==> config.mk <==
export PLATFORM = sky130hd
export DESIGN_NAME = uart_tx_fifo
export DESIGN_NICKNAME = d
export VERILOG_FILES = /design/src/rtl/uart_pkg.sv /design/src/rtl/sync_fifo_ram.sv /design/src/rtl/uart_tx_fifo.sv
export SDC_FILE = /design/constraint.sdc
export NUM_CORES = 1
export LEC_CHECK = 0
export ABC_AREA = 1
export CORE_UTILIZATION = 45
export CTS_CLUSTER_SIZE = 10
export DETAILED_ROUTE_END_ITERATION = 7
export GPL_TIMING_DRIVEN = 1
export PLACE_DENSITY_LB_ADDON = 0.15
export RECOVER_POWER = 25
export SKIP_LAST_GASP = 1
export SLEW_MARGIN = 15
export SYNTH_ARGS = -nofsm -noshare
export SYNTH_HDL_FRONTEND = slang
export SYNTH_SLANG_ARGS = --single-unit
==> constraint.sdc <==
create_clock -name clk -period 2.6 [get_ports clk]
set_input_delay 0.52 -clock clk [delete_from_list [all_inputs] [get_ports clk]]
set_output_delay 0.52 -clock clk [all_outputs]
set_load 0.05 [all_outputs]
==> src/rtl/uart_pkg.sv <==
// rtl/uart_pkg.sv - shared UART data width and tx drain FSM state type
package uart_pkg;

  localparam int UART_DW = 8;

  typedef enum logic [1:0] {
    IDLE      = 2'd0,
    LAUNCH    = 2'd1,
    WAIT_BUSY = 2'd2,
    WAIT_DONE = 2'd3
  } tx_state_e;

endpackage

==> src/rtl/sync_fifo_ram.sv <==
// rtl/sync_fifo_ram.sv - DEPTH x UART_DW synchronous FIFO storage with wrap-bit pointers
module sync_fifo_ram
  import uart_pkg::*;
#(
  parameter int DEPTH = 16,
  localparam int AW   = $clog2(DEPTH)
) (
  input  logic               clk,
  input  logic               rst,
  input  logic               push,
  input  logic [UART_DW-1:0] push_data,
  input  logic               pop,
  output logic [UART_DW-1:0] pop_data,
  output logic               full,
  output logic               empty,
  output logic [AW:0]        level
);

  logic [UART_DW-1:0] mem [DEPTH];
  logic [AW:0]        wr_ptr;
  logic [AW:0]        rd_ptr;
  logic               push_ok;
  logic               pop_ok;

  // Status is a pure function of the registered pointers, so it reflects the last edge.
  assign empty    = (wr_ptr == rd_ptr);
  assign full     = (wr_ptr[AW-1:0] == rd_ptr[AW-1:0]) && (wr_ptr[AW] != rd_ptr[AW]);
  assign level    = wr_ptr - rd_ptr;
  assign pop_data = mem[rd_ptr[AW-1:0]];

  assign push_ok = push && !full;
  assign pop_ok  = pop && !empty;

  // Storage write; contents need no reset because the pointers define validity.
  always_ff @(posedge clk) begin
    if (push_ok) begin
      mem[wr_ptr[AW-1:0]] <= push_data;
    end
  end

  // Pointer advance; the extra MSB distinguishes full from empty.
  always_ff @(posedge clk or posedge rst) begin
    if (rst) begin
      wr_ptr <= '0;
      rd_ptr <= '0;
    end else begin
      if (push_ok) wr_ptr <= wr_ptr + 1'b1;
      if (pop_ok)  rd_ptr <= rd_ptr + 1'b1;
    end
  end

endmodule

==> src/rtl/uart_tx_fifo.sv <==
// rtl/uart_tx_fifo.sv - byte FIFO that paces bytes into uart_send on tx_busy
module uart_tx_fifo
  import uart_pkg::*;
#(
  parameter int DEPTH    = 16,
  parameter int BUSY_TMO = 8,
  localparam int LW      = $clog2(DEPTH) + 1,
  localparam int TW      = (BUSY_TMO > 1) ? $clog2(BUSY_TMO) : 1
) (
  input  logic               clk,
  input  logic               rst,
  input  logic               wr_en,
  input  logic [UART_DW-1:0] wr_data,
  output logic               full,
  output logic               empty,
  output logic [LW-1:0]      level,
  output logic               overflow,
  input  logic               ovf_clr,
  input  logic               tx_busy,
  output logic               send_en,
  output logic [UART_DW-1:0] send_data
);

  tx_state_e          state_q, state_d;
  logic [TW-1:0]      cnt_q, cnt_d;
  logic               send_en_d;
  logic [UART_DW-1:0] send_data_d;
  logic [UART_DW-1:0] pop_data;
  logic               pop;

  sync_fifo_ram #(
    .DEPTH (DEPTH)
  ) u_ram (
    .clk       (clk),
    .rst       (rst),
    .push      (wr_en),
    .push_data (wr_data),
    .pop       (pop),
    .pop_data  (pop_data),
    .full      (full),
    .empty     (empty),
    .level     (level)
  );

  // Sticky drop flag; a drop in the same cycle as a clear keeps it set.
  always_ff @(posedge clk or posedge rst) begin
    if (rst) begin
      overflow <= 1'b0;
    end else if (wr_en && full) begin
      overflow <= 1'b1;
    end else if (ovf_clr) begin
      overflow <= 1'b0;
    end
  end

  // FSM state, timeout counter and registered uart_send drive.
  always_ff @(posedge clk or posedge rst) begin
    if (rst) begin
      state_q   <= IDLE;
      cnt_q     <= '0;
      send_en   <= 1'b0;
      send_data <= '0;
    end else begin
      state_q   <= state_d;
      cnt_q     <= cnt_d;
      send_en   <= send_en_d;
      send_data <= send_data_d;
    end
  end

  // Next state: launch only when the line is free, then wait for busy to rise and fall.
  always_comb begin
    state_d     = state_q;
    cnt_d       = cnt_q;
    send_en_d   = 1'b0;
    send_data_d = send_data;
    pop         = 1'b0;
    case (state_q)
      IDLE: begin
        if (!empty && !tx_busy) begin
          pop         = 1'b1;
          send_en_d   = 1'b1;
          send_data_d = pop_data;
          state_d     = LAUNCH;
        end
      end
      LAUNCH: begin
        cnt_d   = '0;
        state_d = WAIT_BUSY;
      end
      WAIT_BUSY: begin
        if (tx_busy) begin
          state_d = WAIT_DONE;
        end else if (cnt_q == TW'(BUSY_TMO - 1)) begin
          state_d = IDLE;
        end else begin
          cnt_d = cnt_q + TW'(1);
        end
      end
      WAIT_DONE: begin
        if (!tx_busy) state_d = IDLE;
      end
      default: state_d = IDLE;
    endcase
  end

endmodule

== Yosys cells after proc, flatten, opt, wreduce, memory -nomap -nowiden ==
Memories as Yosys holds them, arrays and structs flattened. A register that Yosys moved wholly into a read port is not among the register bits.
Cells that the tools add are included.

* Add/sub/neg operators: 4
* Multipliers: 0
* Divide/modulo/power cells: 0
* Order comparisons: 0
* Equal/unequal tests: 12
* Shifts and indexed selects: 0
* Muxes and demuxes: 14
* Bitwise gates (word level): 0
* Reduce and logical (&&, ||, !) cells: 14

{| class="wikitable"
|+ Operators with widths
! kind !! number
|-
| $add 5x1->5 const B || 2
|-
| $mux 2 || 4
|-
| $ne 2x2->1 const B || 4
|-
| $pmux 2 s4 || 1
|-
| $mux 1 || 6
|-
| $mux 3 || 2
|-
| $pmux 3 s2 || 1
|-
| $reduce_and 3->1 || 2
|-
| $eq 5x5->1 || 1
|-
| $logic_and 1x1->1 || 5
|-
| $sub 5x5->5 || 1
|-
| $eq 2x2->1 const B || 2
|-
| $eq 4x4->1 || 1
|-
| $reduce_bool 2->1 || 2
|-
| $add 3x1->3 const B || 1
|-
| $eq 3x3->1 const B || 1
|-
| $logic_not 1->1 || 3
|-
| $ne 3x3->1 const B || 1
|-
| $eq 2x1->1 const B || 1
|-
| $logic_not 2->1 || 1
|-
| $reduce_and 2->1 || 1
|-
| $ne 1x1->1 || 1
|}

* Register bits: 17
* Latch bits: 0
* Memory bits (writable): 128
* Memory bits (read-only): 0
* Input bits: 13
* Output and inout bits: 17
* Logic and storage cells: 51
* Memories: 1

{| class="wikitable"
|+ Memory list
! name !! words !! bits a word !! read ports !! clocked after memory_dff !! wr ports !! line !! source
|-
| u_ram.mem || 16 || 8 || 1 || 1 || 1 || sync_fifo_ram.sv:19 || <nowiki>logic [UART_DW-1:0] mem [DEPTH];</nowiki>
|}

== Depth between registers and ports, before layout ==
* Word-level depth: 6
* Mapped depth: 13
* Mapped depth without buffers: 11

== Cells and area by module ==
From an unflattened synthesis, not the netlist that was laid out.

* Cells, all modules: 735
* Area, all modules: 7053.0 um^2

{| class="wikitable"
|+ Modules (own cells, without submodules)
! module !! times used !! cells each !! area an instance (um^2) !! sequential area each (um^2)
|-
| sync_fifo_ram || 1 || 659 || 6392.4 || 4093.9
|-
| uart_tx_fifo || 1 || 76 || 660.6 || 375.4
|}

== Worst setup path before layout ==
OpenSTA, ideal clock, no wires.

* Kind: reg2out
* Start: register u_ram.rd_ptr[2]
* End: output port level[3]
* Data arrival time: 2.155 ns
* Data required time: 2.080 ns
* Slack: -0.075 ns
* Stages on the path, launching flop included: 8
* Path buffers: 2
* Cell sequence: dfrtp_1 > buf_2 > buf_2 > inv_1 > ha_1 > a21oi_1 > nand2_1 > xor2_1

* Cells in the longest elaborated chain, start to end: 1

{| class="wikitable"
|+ Ends and longest elaborated chain
! element !! line !! source
|-
| start: declaration || sync_fifo_ram.sv:21 || <nowiki>logic [AW:0] rd_ptr;</nowiki>
|-
| start signal: assignment || sync_fifo_ram.sv:48 || <nowiki>if (pop_ok) rd_ptr <= rd_ptr + 1'b1;</nowiki>
|-
| $sub 5x5->5 || sync_fifo_ram.sv:28 || <nowiki>assign level = wr_ptr - rd_ptr;</nowiki>
|-
| end: declaration || uart_tx_fifo.sv:16 || <nowiki>output logic [LW-1:0] level,</nowiki>
|}

No other way between the ends.

== Worst setup path in the final report ==
* Start: register u_ram.wr_ptr[0]
* End: output port level[4]

* Cells in the longest elaborated chain, start to end: 1

{| class="wikitable"
|+ Ends and longest elaborated chain
! element !! line !! source
|-
| start: declaration || sync_fifo_ram.sv:20 || <nowiki>logic [AW:0] wr_ptr;</nowiki>
|-
| start signal: assignment || sync_fifo_ram.sv:47 || <nowiki>if (push_ok) wr_ptr <= wr_ptr + 1'b1;</nowiki>
|-
| $sub 5x5->5 || sync_fifo_ram.sv:28 ||
|}

No other way between the ends.

==> metrics.txt <==
# TYPE chip_impl_metric gauge
chip_impl_info{name="clock_tree_from_tritoncts",value="built"} 1
chip_impl_metric{name="synth_area_per_cell",unit="um2"} 10.0
chip_impl_metric{name="yosys_warnings",unit=""} 0
chip_impl_metric{name="worst-slew-pin-transition",unit="ns"} 1.03
chip_impl_metric{name="hold-worst-slack",unit="ns"} 0.487
chip_impl_metric{name="floorplan.initialDensity",unit="%"} 45.9
chip_impl_metric{name="final.setup.worst_slack",unit="ns"} 0.129
chip_impl_info{name="worstPathCellList",value="inv_2 -> ha_1 -> inv_1 -> fa_2 -> nand3_1 -> nand2_1 -> xor2_2 -> buf_12"} 1
chip_impl_metric{name="num-nets-final",unit=""} 773
chip_impl_metric{name="vias_per_cell",unit=""} 4.81
chip_impl_metric{name="final.fill_count",unit=""} 1310
chip_impl_metric{name="global_route.usage.total",unit="%"} 21.1
chip_impl_info{name="crit-reg2reg-launch",value="u_ram.rd_ptr[3]"} 1
chip_impl_metric{name="syn-num-nets",unit=""} 717
chip_impl_info{name="hold_path.class",value="reg -> reg"} 1
chip_impl_metric{name="report.final.setup_viol",unit=""} 0
chip_impl_metric{name="fin_crit_sh",unit="%"} 95.0
chip_impl_info{name="critical_path_class",value="reg -> out"} 1
chip_impl_metric{name="via_count_of_the_first_global_routing_pass",unit=""} 4563
chip_impl_metric{name="h-tree-depth",unit=""} 4
chip_impl_metric{name="leakagePower",unit="nW"} 3.58
chip_impl_info{name="ys_dominant_reg_cell",value="sky130_fd_sc_hd__edfxtp_1"} 1
chip_impl_metric{name="clock.fmax",unit="GHz"} 0.405
chip_impl_info{name="worstSetupEndpointType",value="output pin"} 1
chip_impl_metric{name="cts-hold-fix-buffers",unit=""} 0
chip_impl_metric{name="final_layout_size_suffix_gt1_share",unit="%"} 11.7
chip_impl_info{name="status",value="finished, final reports clean"} 1
chip_impl_info{name="min-delay-start",value="cnt_q[1]"} 1
chip_impl_metric{name="worstPathMaxFanout",unit=""} 3
chip_impl_metric{name="placer_congestion",unit=""} 0.803
chip_impl_info{name="area_leader_netlist",value="sky130_fd_sc_hd__edfxtp_1"} 1
chip_impl_metric{name="fin_setup_tns",unit="ns"} 0
chip_impl_metric{name="finClkSkew",unit="ns"} 0.0145
chip_impl_metric{name="ys_seq_area_share",unit="%"} 64.3
chip_impl_metric{name="routed_wl",unit="um"} 15400
chip_impl_metric{name="drt-pass1-iter-count",unit=""} 4
chip_impl_metric{name="clock_sink_count",unit=""} 153
chip_impl_info{name="yosys-top-cells-area",value="sky130_fd_sc_hd__edfxtp_1 (55%), sky130_fd_sc_hd__nand2_1 (10%), sky130_fd_sc_hd__dfrtp_1 (9.0%)"} 1
chip_impl_metric{name="detailedRoute.firstIterationViolations",unit=""} 394
chip_impl_metric{name="post_synth_instance_area",unit="um2"} 6950
chip_impl_metric{name="die-height",unit="um"} 126
chip_impl_metric{name="area.sequential",unit="um2"} 4470
chip_impl_info{name="grt_setup_unrepaired",value="no"} 1
chip_impl_info{name="cts_root_buffer",value="sky130_fd_sc_hd__clkbuf_16"} 1
chip_impl_metric{name="remaining_antenna_violation_count",unit=""} 0
chip_impl_metric{name="antenna_found_initial",unit=""} 0
chip_impl_metric{name="hpwlAfterDp",unit="um"} 9850
chip_impl_metric{name="numCtsBuffers",unit=""} 17
chip_impl_metric{name="cp_data_required_time",unit="ns"} 2.08
chip_impl_metric{name="dpl_worst_slack",unit="ns"} 0.407
chip_impl_metric{name="multi_input_area",unit="um2"} 1890
chip_impl_metric{name="yosysTopAreaCellShare",unit="%"} 55.3
chip_impl_metric{name="worst_ir_drop_vdd",unit="mV"} 0.797
chip_impl_info{name="startpoint_types",value="flop"} 1
chip_impl_metric{name="ctsLongestPathBuffers",unit=""} 2
chip_impl_metric{name="worst_skew_pair.late_latency",unit="ns"} 0.43
chip_impl_metric{name="grt_first_pass_wirelength",unit="um"} 24700
chip_impl_metric{name="dieWidth",unit="um"} 126
chip_impl_metric{name="design.portCount",unit=""} 30
chip_impl_metric{name="layout_overhead_on_the_synthesized_area",unit="%"} 18.4
chip_impl_metric{name="maxSlewViolCount",unit=""} 0
chip_impl_metric{name="final-hold-violation-count",unit=""} 0
chip_impl_metric{name="max_stage_delay",unit="ns"} 0.40
chip_impl_metric{name="wire_per_inst",unit="um"} 16.2
chip_impl_metric{name="design.die.area",unit="um2"} 15900
chip_impl_metric{name="vias",unit=""} 4558
chip_impl_metric{name="max_cap_viol_count",unit=""} 0
chip_impl_metric{name="number_of_synthesized_register_bits",unit=""} 153
chip_impl_metric{name="placement_rows",unit=""} 45
chip_impl_metric{name="yosysUniqueCellTypes",unit=""} 25
chip_impl_metric{name="insertedDiodeCount",unit=""} 0
chip_impl_metric{name="cp_data_arrival_time",unit="ns"} 1.95
chip_impl_info{name="cp-startpoint",value="u_ram.wr_ptr[0]"} 1
chip_impl_metric{name="gr-total-overflow",unit=""} 0
chip_impl_metric{name="synth-edff-count",unit=""} 128
chip_impl_metric{name="remaining_drc_errors",unit=""} 0
chip_impl_metric{name="number_of_buffers_added_on_ports",unit=""} 29
chip_impl_metric{name="synthCells",unit=""} 692
chip_impl_metric{name="maxSlewHeadroom",unit="%"} 31.1
chip_impl_info{name="cp_slowest_cell",value="sky130_fd_sc_hd__dfrtp_1"} 1
chip_impl_metric{name="pwr_density_cell",unit="nW/um2"} 1250
chip_impl_metric{name="final_worst_path_period_need",unit="ns"} 2.47
chip_impl_info{name="synthTopCellsByCount",value="sky130_fd_sc_hd__nand2_1 (194), sky130_fd_sc_hd__edfxtp_1 (128), sky130_fd_sc_hd__inv_1 (116)"} 1
chip_impl_metric{name="clkTransAtPathRegs",unit="ns"} 0.06
chip_impl_metric{name="async_flop_share",unit="%"} 16.3
chip_impl_metric{name="placeableCoreArea",unit="um2"} 15100
chip_impl_metric{name="grt_max_degree",unit=""} 66
chip_impl_info{name="synth_most_common_cell",value="sky130_fd_sc_hd__nand2_1"} 1
[where the power goes]
group	total, mW	switching [mW]	internal (mW)	leakage [nW]
Sequential	3.22	0.179	3.05	1.45
Combinational	4.62	2.99	1.62	1.86
Clock	2.45	0.954	1.49	0.271
[state kept, by name, indices dropped and copies added, names as in the netlist]
| name | flops |
|---|---|
| send_en | 1 |
| send_data | 8 |
| overflow | 1 |
| u_ram.wr_ptr | 5 |
| u_ram.mem | 128 |
| cnt_q | 3 |
| u_ram.rd_ptr | 5 |
| state_q | 2 |
[repair_timing]
action                                  in CTS  in global routing
setup buffers                                1                  0
resized for setup                            0                  2
pin swaps                                    0                  0
endpoints found under the setup margin       1                  1
[cells by family (layout without fill, tap and decap cells)]
kind of cell,after synthesis,after routing,share of synthesized area [%]
AOI/OAI and AO/OA,11,11,0.846
xor gates and xnor gates,10,10,1.37
adders and majority gates,12,12,2.27
buffers and inverters,146,214,8.79
DFF,153,153,64.3
and+or+nand+nor,360,360,22.4
[final cells by class]
class | instances | area share, %
timing repair buffer | 61 | 7.22
multi-input combinational | 393 | 22.9
clock buffer | 18 | 5.22
tap | 188 | 2.86
inverter | 122 | 5.60
sequential | 153 | 54.3
clock inverter | 13 | 1.87
[critical path, delay by kind of cell (launching register included)]
kind	cells	cell delay, ns
buffers and inverters	3	0.30
XOR/XNOR	1	0.19
AND/OR/NAND/NOR	2	0.16
adder cells (fa/ha/maj)	2	0.49
flip-flops	1	0.40
[metrics by stage]
step / total power, mW / cells / area, um2 / util [%]
finish: 10.3 / 948 / 8230 / 54.3
global route: 10.9 / 948 / 8230 / 54.3
CTS: 10.4 / 948 / 8250 / 54.4
detailed placement: 7.90 / 916 / 7650 / 50.5
global placement: 7.84 / 916 / 7650 / 50.5
floorplan: 6.30 / 692 / 6960 / -
[routing by layer]
metal	track usage [%]	part of all wire (%)	vias up
li1	-	-	2309
met1	29.2	45	2107
met2	32.5	47	134
met3	5.18	7.7	8
met4	7.37	0.76	0
met5	0	0	-
[final timing paths]
path                       slack [ns]              end  depth (start not counted)
min                              0.49         cnt_q[1]                          2
max                              0.13         level[4]                          8
min reg2reg                      0.49         cnt_q[1]                          2
max reg2reg                      0.40  u_ram.mem[4][6]                         10
max in group asynchronous        1.51     send_data[4]                          3
min in group asynchronous        0.50         cnt_q[2]                          2
[placed cells by master, fill, tap and decap left out, drive strengths merged, types with 11 or more instances in the layout]
| cell | n |
|---|---|
| ha | 11 |
| clkdlybuf4s50 | 15 |
| clkbuf | 23 |
| nand2 | 199 |
| edfxtp | 128 |
| dfrtp | 25 |
| nor2 | 65 |
| nand3 | 95 |
| buf | 34 |
| inv | 121 |
Note: power is estimated with default switching activity, not from simulation.
